===== config.mk =====
export PLATFORM = sky130hd
export DESIGN_NAME = pc_sum
export DESIGN_NICKNAME = d
export VERILOG_FILES = /design/src/rtl/pc_pkg.sv /design/src/rtl/pc_sum_reg.sv /design/src/rtl/pc_sum.sv
export SDC_FILE = /design/constraint.sdc
export NUM_CORES = 1
export LEC_CHECK = 0
export ABC_CLOCK_PERIOD_IN_PS = 2630
export BUFFER_PORTS_ARGS = -buffer_cell sky130_fd_sc_hd__buf_4
export CORE_MARGIN = 10
export CORE_UTILIZATION = 45
export CTS_BUF_LIST = sky130_fd_sc_hd__clkbuf_16
export DETAILED_ROUTE_END_ITERATION = 8
export PLACE_DENSITY = 0.8
export SLEW_MARGIN = 15
export SYNTH_ARGS = -nofsm -noshare
export SYNTH_HDL_FRONTEND = slang
export SYNTH_SLANG_ARGS = --single-unit

===== constraint.sdc =====
create_clock -name clk -period 2.63 [get_ports clk]
set_clock_uncertainty 0.1 [all_clocks]
set_input_delay 0.3945 -clock clk [delete_from_list [all_inputs] [get_ports clk]]
set_output_delay 0.3945 -clock clk [all_outputs]
set_load 0.02 [all_outputs]

===== src/rtl/pc_pkg.sv =====
// pc_pkg: shared PC width, increment and address type for the fetch path
package pc_pkg;
  localparam int PC_WIDTH = 32;
  localparam int PC_INC = 8;
  typedef logic [PC_WIDTH-1:0] pc_addr_t;
endpackage


===== src/rtl/pc_sum_reg.sv =====
// pc_sum_reg: enable/sync-reset register bank for the registered pc_sum outputs
//   clk, rst : clock, synchronous active-high reset (clears q)
//   en       : load enable
//   d, q     : N-bit data in / registered data out
module pc_sum_reg #(
  parameter int N = 34
) (
  input  logic         clk,
  input  logic         rst,
  input  logic         en,
  input  logic [N-1:0] d,
  output logic [N-1:0] q
);
  always_ff @(posedge clk)
    q <= rst ? '0 : en ? d : q;
endmodule


===== src/rtl/pc_sum.sv =====
// pc_sum: PC increment adder, combinational sum/carry plus registered copies
//   clk, rst, en       : clock, sync active-high reset, register load enable
//   addrPC             : current PC address
//   outSUM, carry      : combinational addrPC + INC and its carry-out
//   outSUM_r, carry_r  : registered copies
//   sovf, sovf_r       : signed overflow and registered copy (only with PC_SUM_SOVF_EN)
module pc_sum
  import pc_pkg::*;
#(
  parameter int WIDTH = PC_WIDTH,
  parameter int INC = PC_INC
) (
  input  logic             clk,
  input  logic             rst,
  input  logic             en,
  input  logic [WIDTH-1:0] addrPC,
  output logic [WIDTH-1:0] outSUM,
  output logic [WIDTH-1:0] outSUM_r,
  output logic             carry,
`ifdef PC_SUM_SOVF_EN
  output logic             carry_r,
  output logic             sovf,
  output logic             sovf_r
`else
  output logic             carry_r
`endif
);
  assign {carry, outSUM} = {1'b0, addrPC} + (WIDTH+1)'(INC);
`ifdef PC_SUM_SOVF_EN
  // INC is positive, so overflow can only be a positive PC turning negative
  assign sovf = ~addrPC[WIDTH-1] & outSUM[WIDTH-1];
  pc_sum_reg #(.N(WIDTH+2)) u_reg (
    .clk(clk), .rst(rst), .en(en),
    .d({sovf, carry, outSUM}),
    .q({sovf_r, carry_r, outSUM_r})
  );
`else
  pc_sum_reg #(.N(WIDTH+1)) u_reg (
    .clk(clk), .rst(rst), .en(en),
    .d({carry, outSUM}),
    .q({carry_r, outSUM_r})
  );
`endif
endmodule


==> results by group <==
Clock network
  – Worst-skew pair later-pin latency: 0.27 ns
  – Clock sinks: 33
  – Hold-fix buffers, CTS: 0
  – Clock Path Buffers: 2
  – CTS Root Cell: clkbuf_16
  – # H-tree levels: 2
  – TritonCTS clock tree: yes
  – Clk pin slew, worst setup/hold paths: 0.05 ns
  – Post-CTS Setup Bufs: 0
  – Post-CTS Resized: 0
  – CTS buffer count: 5

Worst hold path
  – Number of cells on the worst hold path: 3
  – Hold/Removal Path Class: input pin to flip-flop
  – HP Start: addrPC[1]

Final layout
  – Layout cell share with drive strength beyond 1: 35.8%
  – Design Area, Final: 0.00284 sq mm
  – Fin nets: 373
  – Fin cells: between 300 and 400
  – Multi-input gate area in the final layout: about 0.0011 sq mm
  – Largest regs: u_reg.q: 33 flops
  – Final design utilization: a little over two thirds
  – N_diodes: 0
  – P&R area growth vs syn: 51.3%
  – Largest reg by FF count: u_reg.q
  – FF/Latch Area: around 660 sq um
  – Fillers: 348
  – Max FFs per register: 33

Floorplanning
  – Die width: roughly 85 um
  – Die area: 0.00715 sq mm
  – Placeable Area: approximately 0.0040 sq mm
  – Initial Util: 46.6%
  – FP Rows: 23
  – Io pins: between 100 and 150
  – Chip height: 84.6 um

Setup path
  – Required time of the critical path: 2.14 ns
  – CP max stage cell: or4_1
  – Number of cells on the critical path: 6
  – Worst Path Arrival: approximately 2.1 ns
  – Reg2Reg Launch Point: u_reg.q[11]
  – Startpoint types: input pin
  – Maximum fanout along the worst path: 6
  – Worst Setup SP: addrPC[13]
  – CP Cell Sequence: buf_4 -> nand4_2 -> or4_1 -> o41ai_1 -> nand2_1 -> buf_4
  – WS Path Type: input pin to output port
  – CP max stage delay: about 0.64 ns
  – CP bufs+invs: 2
  – Crit path top cell by count: buf_4
  – Reg2Reg Depth: 2
  – CP Capture Type: output port
  – Crit path max-delay family: simple AND/OR/NAND/NOR gates

Yosys
  – Syn Area/Cell: 7.89 sq um
  – Post-Syn Instances: 238
  – Seq/Total Area, Yosys: 35.2%
  – Syn. warnings: 0
  – Syn nets: 274
  – Post-synth cell types: 36
  – Synth area leaders: dfxtp_1, nor2_1, a311oi_1
  – Seq cells post-synth: 33
  – Synth top area share: 35.2%
  – Post-synth top area cell: dfxtp_1
  – Synthesized area: between 0.0015 and 0.002 sq mm

Timing
  – Slew Limit Fails: 0
  – Setup WS post-layout: 0.0190 ns
  – Unrepaired setup endpoints after global routing: yes
  – Period utilisation layout: 99.3%
  – FMAX: 383 MHz
  – Final setup vio count: 0
  – Total Neg Setup Slack: 0 ns
  – Final Hold Vio Count: 0
  – Slew HR: 63.2%
  – Worst Tran Pin Value: between 0.5 and 0.6 ns
  – Hold WS: between 0.2 and 0.3 ns
  – Crit path time final: 2.61 ns

Route
  – DRT antenna net count: 0
  – DR pass1 iterations: 4
  – Residual DRC count: 0
  – DR vias/cell: approximately 5.4
  – Drt wl/cell: 16.2 um
  – Initial DRC Count: 134
  – Final wirelength: about 6.3 mm
  – Via count: 2077

GRT
  – Initial antenna violation count: 0
  – All-layer global routing usage: 16.5%
  – Grt total ovfl: 0
  – First-pass GRT wire length: 9.87 mm
  – Vias in the first global route: between 2000 and 2500
  – Largest net degree at the start of global routing: 53

Pwr
  – Peak supply drop: 354 uV
  – P_leak: 1.29 nW
  – Power Density: 552 mW/mm^2
  – Pwr Total: ~1.6 mW

Placed design
  – DP Area: 0.00268 sq mm
  – DP Worst Slack: 0.0766 ns
  – Routability cong.: 0.890
  – Placed insts: between 300 and 400
  – I/O Buffers: 100
  – DP Wirelength: ~5 mm

Run
  – Max Cap Viol: 0

Status
  – Outcome: finished clean
synthesized netlist by cell type:
library cell	number
and2_1	1
nor2b_1	1
inv_1	8
o211a_1	1
nand2_1	26
nor4_1	5
a41o_1	1
nand3_2	1
o21ai_0	9
nor3b_1	1
dfxtp_1	33
clkbuf_2	2
a2111oi_2	1
nand4_1	7
o41ai_1	2
nand4_2	1
o21a_1	8
mux2i_1	7
nand3_1	7
nor3_1	6
nand4b_1	2
buf_4	3
xnor2_1	9
nand4_4	1
a31o_2	1
a211oi_1	3
and4_1	3
clkbuf_1	11
clkinv_1	1
ha_1	1
or2_2	2
a311oi_1	12
or3_1	10
or4_1	3
xor2_1	6
nor2_1	42
final timing paths:
check | endpoint | slack (ns)
max | outSUM[28] | 0.02
min | u_reg.q[1] | 0.26
max reg2reg | u_reg.q[11] | 1.72
min reg2reg | u_reg.q[19] | 0.38
routing by layer:
layer	up-vias	part of all wire (%)	routed length, um	track usage [%]
met5	-	0	0	0
met4	0	1.2	76	4.64
met3	6	11	687	8.12
met2	72	48	2990	27.7
met1	948	40	2540	18.0
li1	1051	-	-	-
report_power, final:
part,switching [mW],leakage (nW),internal (mW)
Clock,0.205,0.0826,0.440
Sequential,0.0172,0.274,0.535
Combinational,0.211,0.937,0.160
kinds of logic after synthesis:
kind of cell	Yosys count	share of synthesized area (%)
simple gates	119	32.0
flops	33	35.2
buf+inv	25	5.73
fa+ha+maj	1	0.667
compound gates	38	15.7
mux	7	3.73
xor+xnor	15	7.00
worst min-delay path, stage by stage:
cell and delay, ns:
buf_4 0.08, mux2i_1 0.05, nor2_1 0.07
final cells by class:
class	instances	share of cell area, %
Clock buffer	5	4.41
Clock inverter	3	1.32
Inverter	9	1.19
Multi-Input combinational cell	180	39.0
Sequential cell	33	23.3
Tap cell	50	2.20
Timing Repair Buffer	108	28.6
placed cells by master (no fill, tap or decap), drive strengths merged, types with 7 or more instances in the layout:
master / instances
mux2i: 7
nand2: 26
nand3: 8
or3: 10
nand4: 9
a311oi: 12
nor2: 42
o21ai: 9
o21a: 8
buf: 108
dfxtp: 33
inv: 9
xnor2: 9
(Power assumes the default switching activity.)
